$ cat config.mk
export PLATFORM = sky130hd
export DESIGN_NAME = serial_pattern_gen
export DESIGN_NICKNAME = d
export VERILOG_FILES = /design/src/rtl/serial_pattern_gen.sv
export SDC_FILE = /design/constraint.sdc
export NUM_CORES = 1
export LEC_CHECK = 0
export ABC_AREA = 1
export BUFFER_PORTS_ARGS = -buffer_cell sky130_fd_sc_hd__buf_2
export CORE_ASPECT_RATIO = 0.75
export CORE_MARGIN = 2
export CORE_UTILIZATION = 55
export CTS_BUF_LIST = sky130_fd_sc_hd__clkbuf_4 sky130_fd_sc_hd__clkbuf_8
export DETAILED_ROUTE_END_ITERATION = 7
export HOLD_SLACK_MARGIN = 0.05
export PLACE_DENSITY = 0.72
export SLEW_MARGIN = 0
export SYNTH_ARGS = -nofsm -noshare
export SYNTH_HDL_FRONTEND = slang
export SYNTH_SLANG_ARGS = --single-unit
$ cat constraint.sdc
create_clock -name clock -period 3 [get_ports clock]
set_input_delay 0.6 -clock clock [delete_from_list [all_inputs] [get_ports clock]]
set_output_delay 0.6 -clock clock [all_outputs]
set_load 0.01 [all_outputs]
$ cat src/rtl/serial_pattern_gen.sv
// Serial bit-stream transmitter: latches a pattern on start and shifts it out LSB-first,
// replaying it repeat_count+1 times with an optional idle gap between passes.
module serial_pattern_gen #(
    parameter int unsigned WIDTH = 16,
    parameter int unsigned LEN_W = 5,
    parameter int unsigned CNT_W = 4,
    parameter int unsigned GAP   = 0
) (
    input  logic             clock,
    input  logic             reset,
    input  logic             start,
    input  logic             abort,
    input  logic [WIDTH-1:0] pattern,
    input  logic [LEN_W-1:0] length,
    input  logic [CNT_W-1:0] repeat_count,
    output logic             out,
    output logic             valid,
    output logic             busy,
    output logic             done
);

    localparam int unsigned GapW = (GAP > 1) ? $clog2(GAP) : 1;
    localparam logic [GapW-1:0] GapLast = GapW'((GAP > 0) ? GAP - 1 : 0);
    localparam logic [LEN_W-1:0] LenMax = LEN_W'(WIDTH);

    typedef enum logic [1:0] {StIdle, StShift, StGapw, StDone} state_e;

    state_e           state_q, state_d;
    logic [WIDTH-1:0] pat_q, pat_d;
    logic [WIDTH-1:0] shift_q, shift_d;
    logic [LEN_W-1:0] len_q, len_d;
    logic [LEN_W-1:0] bit_cnt_q, bit_cnt_d;
    logic [CNT_W-1:0] passes_q, passes_d;
    logic [GapW-1:0]  gap_cnt_q, gap_cnt_d;
    logic             out_q, out_d;
    logic             valid_q, valid_d;
    logic             busy_q, busy_d;
    logic             done_q, done_d;
    logic [LEN_W-1:0] len_sel;

    assign len_sel = (length > LenMax) ? LenMax : length;

    always_comb begin
        state_d   = state_q;
        pat_d     = pat_q;
        shift_d   = shift_q;
        len_d     = len_q;
        bit_cnt_d = bit_cnt_q;
        passes_d  = passes_q;
        gap_cnt_d = gap_cnt_q;
        out_d     = 1'b0;
        valid_d   = 1'b0;
        busy_d    = 1'b0;
        done_d    = 1'b0;

        unique case (state_q)
            StIdle, StDone: begin
                state_d = StIdle;
                if (start && !abort) begin
                    pat_d     = pattern;
                    shift_d   = pattern;
                    len_d     = len_sel;
                    passes_d  = repeat_count;
                    bit_cnt_d = '0;
                    gap_cnt_d = '0;
                    if (len_sel == '0) begin
                        state_d = StDone;
                        done_d  = 1'b1;
                    end else begin
                        state_d = StShift;
                        out_d   = pattern[0];
                        valid_d = 1'b1;
                        busy_d  = 1'b1;
                    end
                end
            end

            StShift: begin
                if (abort) begin
                    state_d = StIdle;
                end else if (bit_cnt_q == len_q - LEN_W'(1)) begin
                    if (passes_q == '0) begin
                        state_d = StDone;
                        done_d  = 1'b1;
                    end else begin
                        passes_d = passes_q - CNT_W'(1);
                        busy_d   = 1'b1;
                        if (GAP > 0) begin
                            state_d   = StGapw;
                            gap_cnt_d = '0;
                        end else begin
                            // Next pass follows the last bit with no bubble.
                            shift_d   = pat_q;
                            bit_cnt_d = '0;
                            out_d     = pat_q[0];
                            valid_d   = 1'b1;
                        end
                    end
                end else begin
                    bit_cnt_d = bit_cnt_q + LEN_W'(1);
                    shift_d   = shift_q >> 1;
                    out_d     = shift_q[1];
                    valid_d   = 1'b1;
                    busy_d    = 1'b1;
                end
            end

            StGapw: begin
                busy_d = 1'b1;
                if (abort) begin
                    state_d = StIdle;
                    busy_d  = 1'b0;
                end else if (gap_cnt_q == GapLast) begin
                    state_d   = StShift;
                    shift_d   = pat_q;
                    bit_cnt_d = '0;
                    out_d     = pat_q[0];
                    valid_d   = 1'b1;
                end else begin
                    gap_cnt_d = gap_cnt_q + GapW'(1);
                end
            end

            default: state_d = StIdle;
        endcase
    end

    always_ff @(posedge clock) begin
        if (reset) begin
            state_q   <= StIdle;
            pat_q     <= '0;
            shift_q   <= '0;
            len_q     <= '0;
            bit_cnt_q <= '0;
            passes_q  <= '0;
            gap_cnt_q <= '0;
            out_q     <= 1'b0;
            valid_q   <= 1'b0;
            busy_q    <= 1'b0;
            done_q    <= 1'b0;
        end else begin
            state_q   <= state_d;
            pat_q     <= pat_d;
            shift_q   <= shift_d;
            len_q     <= len_d;
            bit_cnt_q <= bit_cnt_d;
            passes_q  <= passes_d;
            gap_cnt_q <= gap_cnt_d;
            out_q     <= out_d;
            valid_q   <= valid_d;
            busy_q    <= busy_d;
            done_q    <= done_d;
        end
    end

    assign out   = out_q;
    assign valid = valid_q;
    assign busy  = busy_q;
    assign done  = done_q;

endmodule

* Word-level counts from Yosys, hierarchy flattened *
Index checks and enable logic that the tools add are counted.

word-level totals
  register bits = 53
  input bits = 29
  output and inout bits = 4
  logic and storage cells = 99

operators by class
  $add $sub $neg = 4
  $lt $le $gt $ge = 1
  eq/ne operators = 14
  muxes and demuxes = 56
  reduce and logical (&&, ||, !) cells = 13

operators by type and width
  cell                   count
  $mux W16               6
  $pmux W16 S3           1
  $mux W5                7
  $mux W1                23
  $mux W4                4
  $pmux W5 S3            1
  $mux W2                7
  $ne A2 B2 Y1 const B   6
  $ne A3 B3 Y1 const B   4
  $reduce_and A5 Y1      2
  $pmux W1 S3            3
  $pmux W4 S2            1
  $pmux W2 S3            1
  $reduce_and A3 Y1      2
  $add A5 B1 Y5 const B  1
  $eq A5 B5 Y1           1
  $gt A5 B5 Y1 const B   1
  $logic_not A5 Y1       1
  $sub A5 B1 Y5 const B  1
  $eq A2 B2 Y1 const B   2
  $logic_not A4 Y1       1
  $pmux W1 S2            2
  $reduce_bool A2 Y1     2
  $sub A4 B1 Y4 const B  1
  7 further kinds        7

* Logic depth before layout (Yosys ltp) *
  depth after elaboration = 6
  mapped depth = 16
  mapped depth without buffers = 15

* Worst setup path before layout *
No wires, ideal clock.

  path type = reg-to-reg
  start point = register len_q[0]
  end point = register shift_q[10]
  setup time = 0.066 ns
  data arrival time = 1.755 ns
  required time = 2.934 ns
  setup slack = 1.179 ns
  stages on the path, launching flop included = 16
  buffers on the path = 1
  clock period less this slack = 1.821 ns
  cells stage by stage = dfxtp_1 -> inv_2 -> ha_1 -> inv_1 -> nand2_1 -> nand2_1 -> nor2_1 -> nand2_2 -> nor2_8 -> nand3_4 -> nand2_2 -> nand2_4 -> nand2_4 -> inv_2 -> buf_6 -> a21oi_2

between the ends
  cells in the longest elaborated chain, start to end = 5
  elaborated cells on any way between the ends = 7
  classes of those cells = add/sub: 1; eq/ne: 2; mux: 3; reduce/logical: 1

ends and longest elaborated chain
  item                      line  RTL
  start: declaration        31    logic [LEN_W-1:0] len_q, len_d;
  start signal: assignment  145   len_q <= len_d;
  $sub A5 B1 Y5 (*)         81    end else if (bit_cnt_q == len_q - LEN_W'(1)) begin
  $eq A5 B5 Y1 (*)          81
  $mux W16                  81
  $mux W16                  79    if (abort) begin
  $pmux W16 S3              56    unique case (state_q)
  end signal: assignment    144   shift_q <= shift_d;
  end: declaration          30    logic [WIDTH-1:0] shift_q, shift_d;

Mark *: on every way between the ends. The rest lies on a longest branch, timed or not. The select of a mux whose other input is x is not followed.
A chain may end at the register's enable or synchronous reset.

* Worst setup path in the final report *
  start point = register len_q[0]
  end point = register shift_q[3]

The elaborated chain is that of the path after synthesis.

==> run_results.csv <==
group,metric,value,unit
synth,yosysWarningCount,0,
floorplan,initial_core_util,58.31,%
setup_path,rr_worst_depth,14,
setup_path,crit_chain,"inv_2 -> ha_1 -> inv_1 -> nand2_1 -> nand2_1 -> nor2_1 -> nand2_2 -> nor2_8 -> nand3_4 -> nand2_2 -> nand2_4 -> nand2_4 -> inv_2 -> a21oi_1",
final_layout,finalNetCount,485,
timing,fin_crit_sh,79.13,%
synth,yosysSeqAreaShare,34.45,%
timing,maxSlewViolCount,0,
power,sw_frac_of_total,30.86,%
synth,synthAdderAreaFrac,2.153,%
synth,synthArstFlopShare,0,%
synth,synth_area,0.002905,mm²
timing,setup-violations-final,0,
synth,synth_edf_count,0,
route,drtIter0Drc,200,
synth,ys_ff_latch,50,
place,dpl.hpwl,4825,µm
power,p_clk_share,30.4,%
power,vdd.ir_drop.worst,0.0003100,V
clock_tree,numCtsBuffers,5,
power,combPwrFrac,23.3,%
route,drt_first_pass_iters,5,
grt,antenna_found_initial,0,
synth,synth_top_cell_by_area,"dfxtp_1",
grt,grt_util_all_layers,26.03,%
synth,synth_top_flop_cell,"dfxtp_1",
clock_tree,ctsHoldBuffers,0,
timing,clock.fmax,421.3,MHz
final_layout,seqCellArea,0.001001,mm²
route,final_antenna_net_count,0,
setup_path,worstReg2RegStart,"len_q[0]",
min_path,worstHoldEndpoint,"pat_q[15]",
setup_path,slowest_stage,"dfxtp_1",
timing,min_period,2.374,ns
synth,synth_compound_area_share,17.40,%
clock_tree,clk_pin_slew_worst_paths,0.09,ns
clock_tree,cts_resized,0,
setup_path,cp_max_fo,24,
final_layout,antenna_cells,0,
floorplan,core_area,0.004982,mm²
floorplan,ioPinCount,33,
timing,tns,0,ns
synth,syn_area_per_cell,6.804,µm²
route,drc_errors,0,
clock_tree,post_cts_buffers,0,
grt,grt_first_pass_wirelength,11900,µm
setup_path,start_kind,"flip-flop",
min_path,hold_class,"reg -> reg",
floorplan,die_area,0.005886,mm²
final_layout,drive_above_1_share,22.35,%
synth,syn_nets,461,
timing,rsz0062_at_grt,"no",
power,p_leak,1.549,nW
timing,worst_pin_slew,0.7147,ns
setup_path,required,3.24,ns
floorplan,die_x,87.93,µm
timing,skew,0.005066,ns
synth,synthMuxAreaShare,0,%
setup_path,r2r_slack,0.63,ns
synth,synth_top_family_by_area,"simple AND/OR/NAND/NOR gates",
synth,synth_top_area_share,34.45,%
grt,overflow,0,
grt,first_global_vias,2535,
min_path,min_path_cells,2,
place,portBuffers,32,
setup_path,worstPathArrival,2.61,ns
power,p_switching,0.5031,mW
clock_tree,cts_sinks,50,
route,wl,6925,µm
route,vias_per_cell,5.311,
power,p_int,1.127,mW
route,num_vias,2783,
synth,syn_inst,427,
route,wire_per_inst,13.22,µm
flow_run,cap_violations,0,
power,power,1.630,mW
final_layout,fillers,480,
synth,yosys.area_share.simple,34.58,%
place,gp_congestion,0.9164,
min_path,hp-start,"pat_q[15]",
grt,grt_max_degree,29,
final_layout,areaGrowthSynthToFinish,10.21,%
clock_tree,cts_root_buf,"clkbuf_8",
clock_tree,tritoncts,"built",
synth,yosysMostFrequentCell,"nand2_1",
clock_tree,htreeDepth,2,
clock_tree,clk_latency,0.31,ns
clock_tree,ctsLongestPathBuffers,2,
setup_path,reg2reg_to,"shift_q[3]",
status,status,"complete, no violations",
setup_path,cp-end-kind,"flip-flop",
synth,ys_types,30,
floorplan,die_h,66.94,µm
final_layout,multi_input_area,0.001582,mm²
synth,synthTopCellsByCount,"134 x nand2_1, 50 x dfxtp_1, 47 x inv_1",
power,pwr-share-seq,46.3,%
floorplan,num_rows,22,
setup_path,critPathBufInv,3,
power,power_density,509.1,mW/mm²
timing,hold_viol_final,0,
synth,synth_xor_xnor_area_share,0.3015,%
setup_path,slowest_delay,0.35,ns
timing,slew_headroom,52.35,%
synth,synth_area_leaders,"dfxtp_1 34%, nand2_1 17%, inv_1 6.1%",
setup_path,worstSetupPathType,"reg -> reg",
setup_path,path_delay_family,"simple AND/OR/NAND/NOR gates",
area by class of cell:
class	count	area share (%)
Inverter	56	6.565
Clock buffer	7	2.618
Multi-Input combinational cell	300	49.39
Clock inverter	1	0.9379
Sequential cell	50	31.26
Timing Repair Buffer	38	6.409
Tap cell	72	2.814
worst max-delay path by stage:
stage             start            to  slack [ns]  cells after the start
3_5_place_dp      abort      len_q[0]        0.45                      8
2_1_floorplan  len_q[0]   shift_q[10]        1.18                     15
3_3_place_gp      abort  bit_cnt_q[0]        0.51                      8
4_1_cts        len_q[0]    shift_q[3]        0.64                     14
5_1_grt        len_q[0]    shift_q[3]        0.41                     14
6_report       len_q[0]    shift_q[3]        0.63                     14
power groups by stage:
stage	sequential, mW	clock (mW)	combinational [mW]
after floorplan	0.762	0	0.302
after global placement	0.767	0	0.371
after detailed placement	0.769	0	0.377
after CTS	0.754	0.496	0.379
after global routing	0.762	0.528	0.434
final	0.755	0.495	0.380
routing by layer:
| metal | GRT usage, % | wire length (µm) | vias up |
|---|---|---|---|
| met5 | 0 | 0 | - |
| met4 | 7.115 | 74 | 0 |
| met3 | 5.204 | 364 | 9 |
| met2 | 40.34 | 3068 | 84 |
| met1 | 36.69 | 3417 | 1272 |
| li1 | - | - | 1418 |
cell families (layout without fill, tap and decap cells):
logic type	Yosys count	after routing
flip-flops	50	50
adder cells (fa/ha/maj)	5	5
XOR/XNOR	1	1
buffers and inverters	77	102
AO/OA/AOI/OAI	73	73
AND/OR/NAND/NOR	221	221
state kept, by name, indices dropped and copies added, names as in the netlist:
register and count:
out 1, passes_q 4, done 1, valid 1, pat_q 16, state_q 2
shift_q 15, bit_cnt_q 5, len_q 5
worst reg2reg max path: cells and delay by family, from the launching register on:
family,cells,cell delay (ns)
buffers and inverters,3,0.34
and+or+nand+nor,9,1.08
adders and majority gates,1,0.29
AOI/OAI and AO/OA,1,0.23
DFF,1,0.35
stage by stage:
step	hold slack (ns)	cell area, µm²	worst slack [ns]	util, %	std cells
after floorplan	0.4415	2905	1.179	-	427
after global placement	0.4704	3088	0.5071	61.98	516
after detailed placement	0.4651	3088	0.4451	61.98	516
after CTS	0.4761	3202	0.6380	64.26	524
after global routing	0.4967	3202	0.4146	64.26	524
final	0.4792	3202	0.6261	64.26	524
cells in the final DEF, fill, tap and decap left out, drive strengths merged, types with 2 or more instances in the layout:
| cell type | count |
|---|---|
| buf | 38 |
| o21ai | 18 |
| clkinv | 3 |
| nand2 | 140 |
| or2 | 15 |
| nor3 | 2 |
| ha | 5 |
| inv | 53 |
| nand3 | 30 |
| clkbuf | 7 |
| nand4 | 7 |
| o221a | 13 |
| dfxtp | 50 |
| a31oi | 3 |
| a211oi | 6 |
| nor2 | 27 |
| a21oi | 32 |
(Power assumes the default switching activity.)
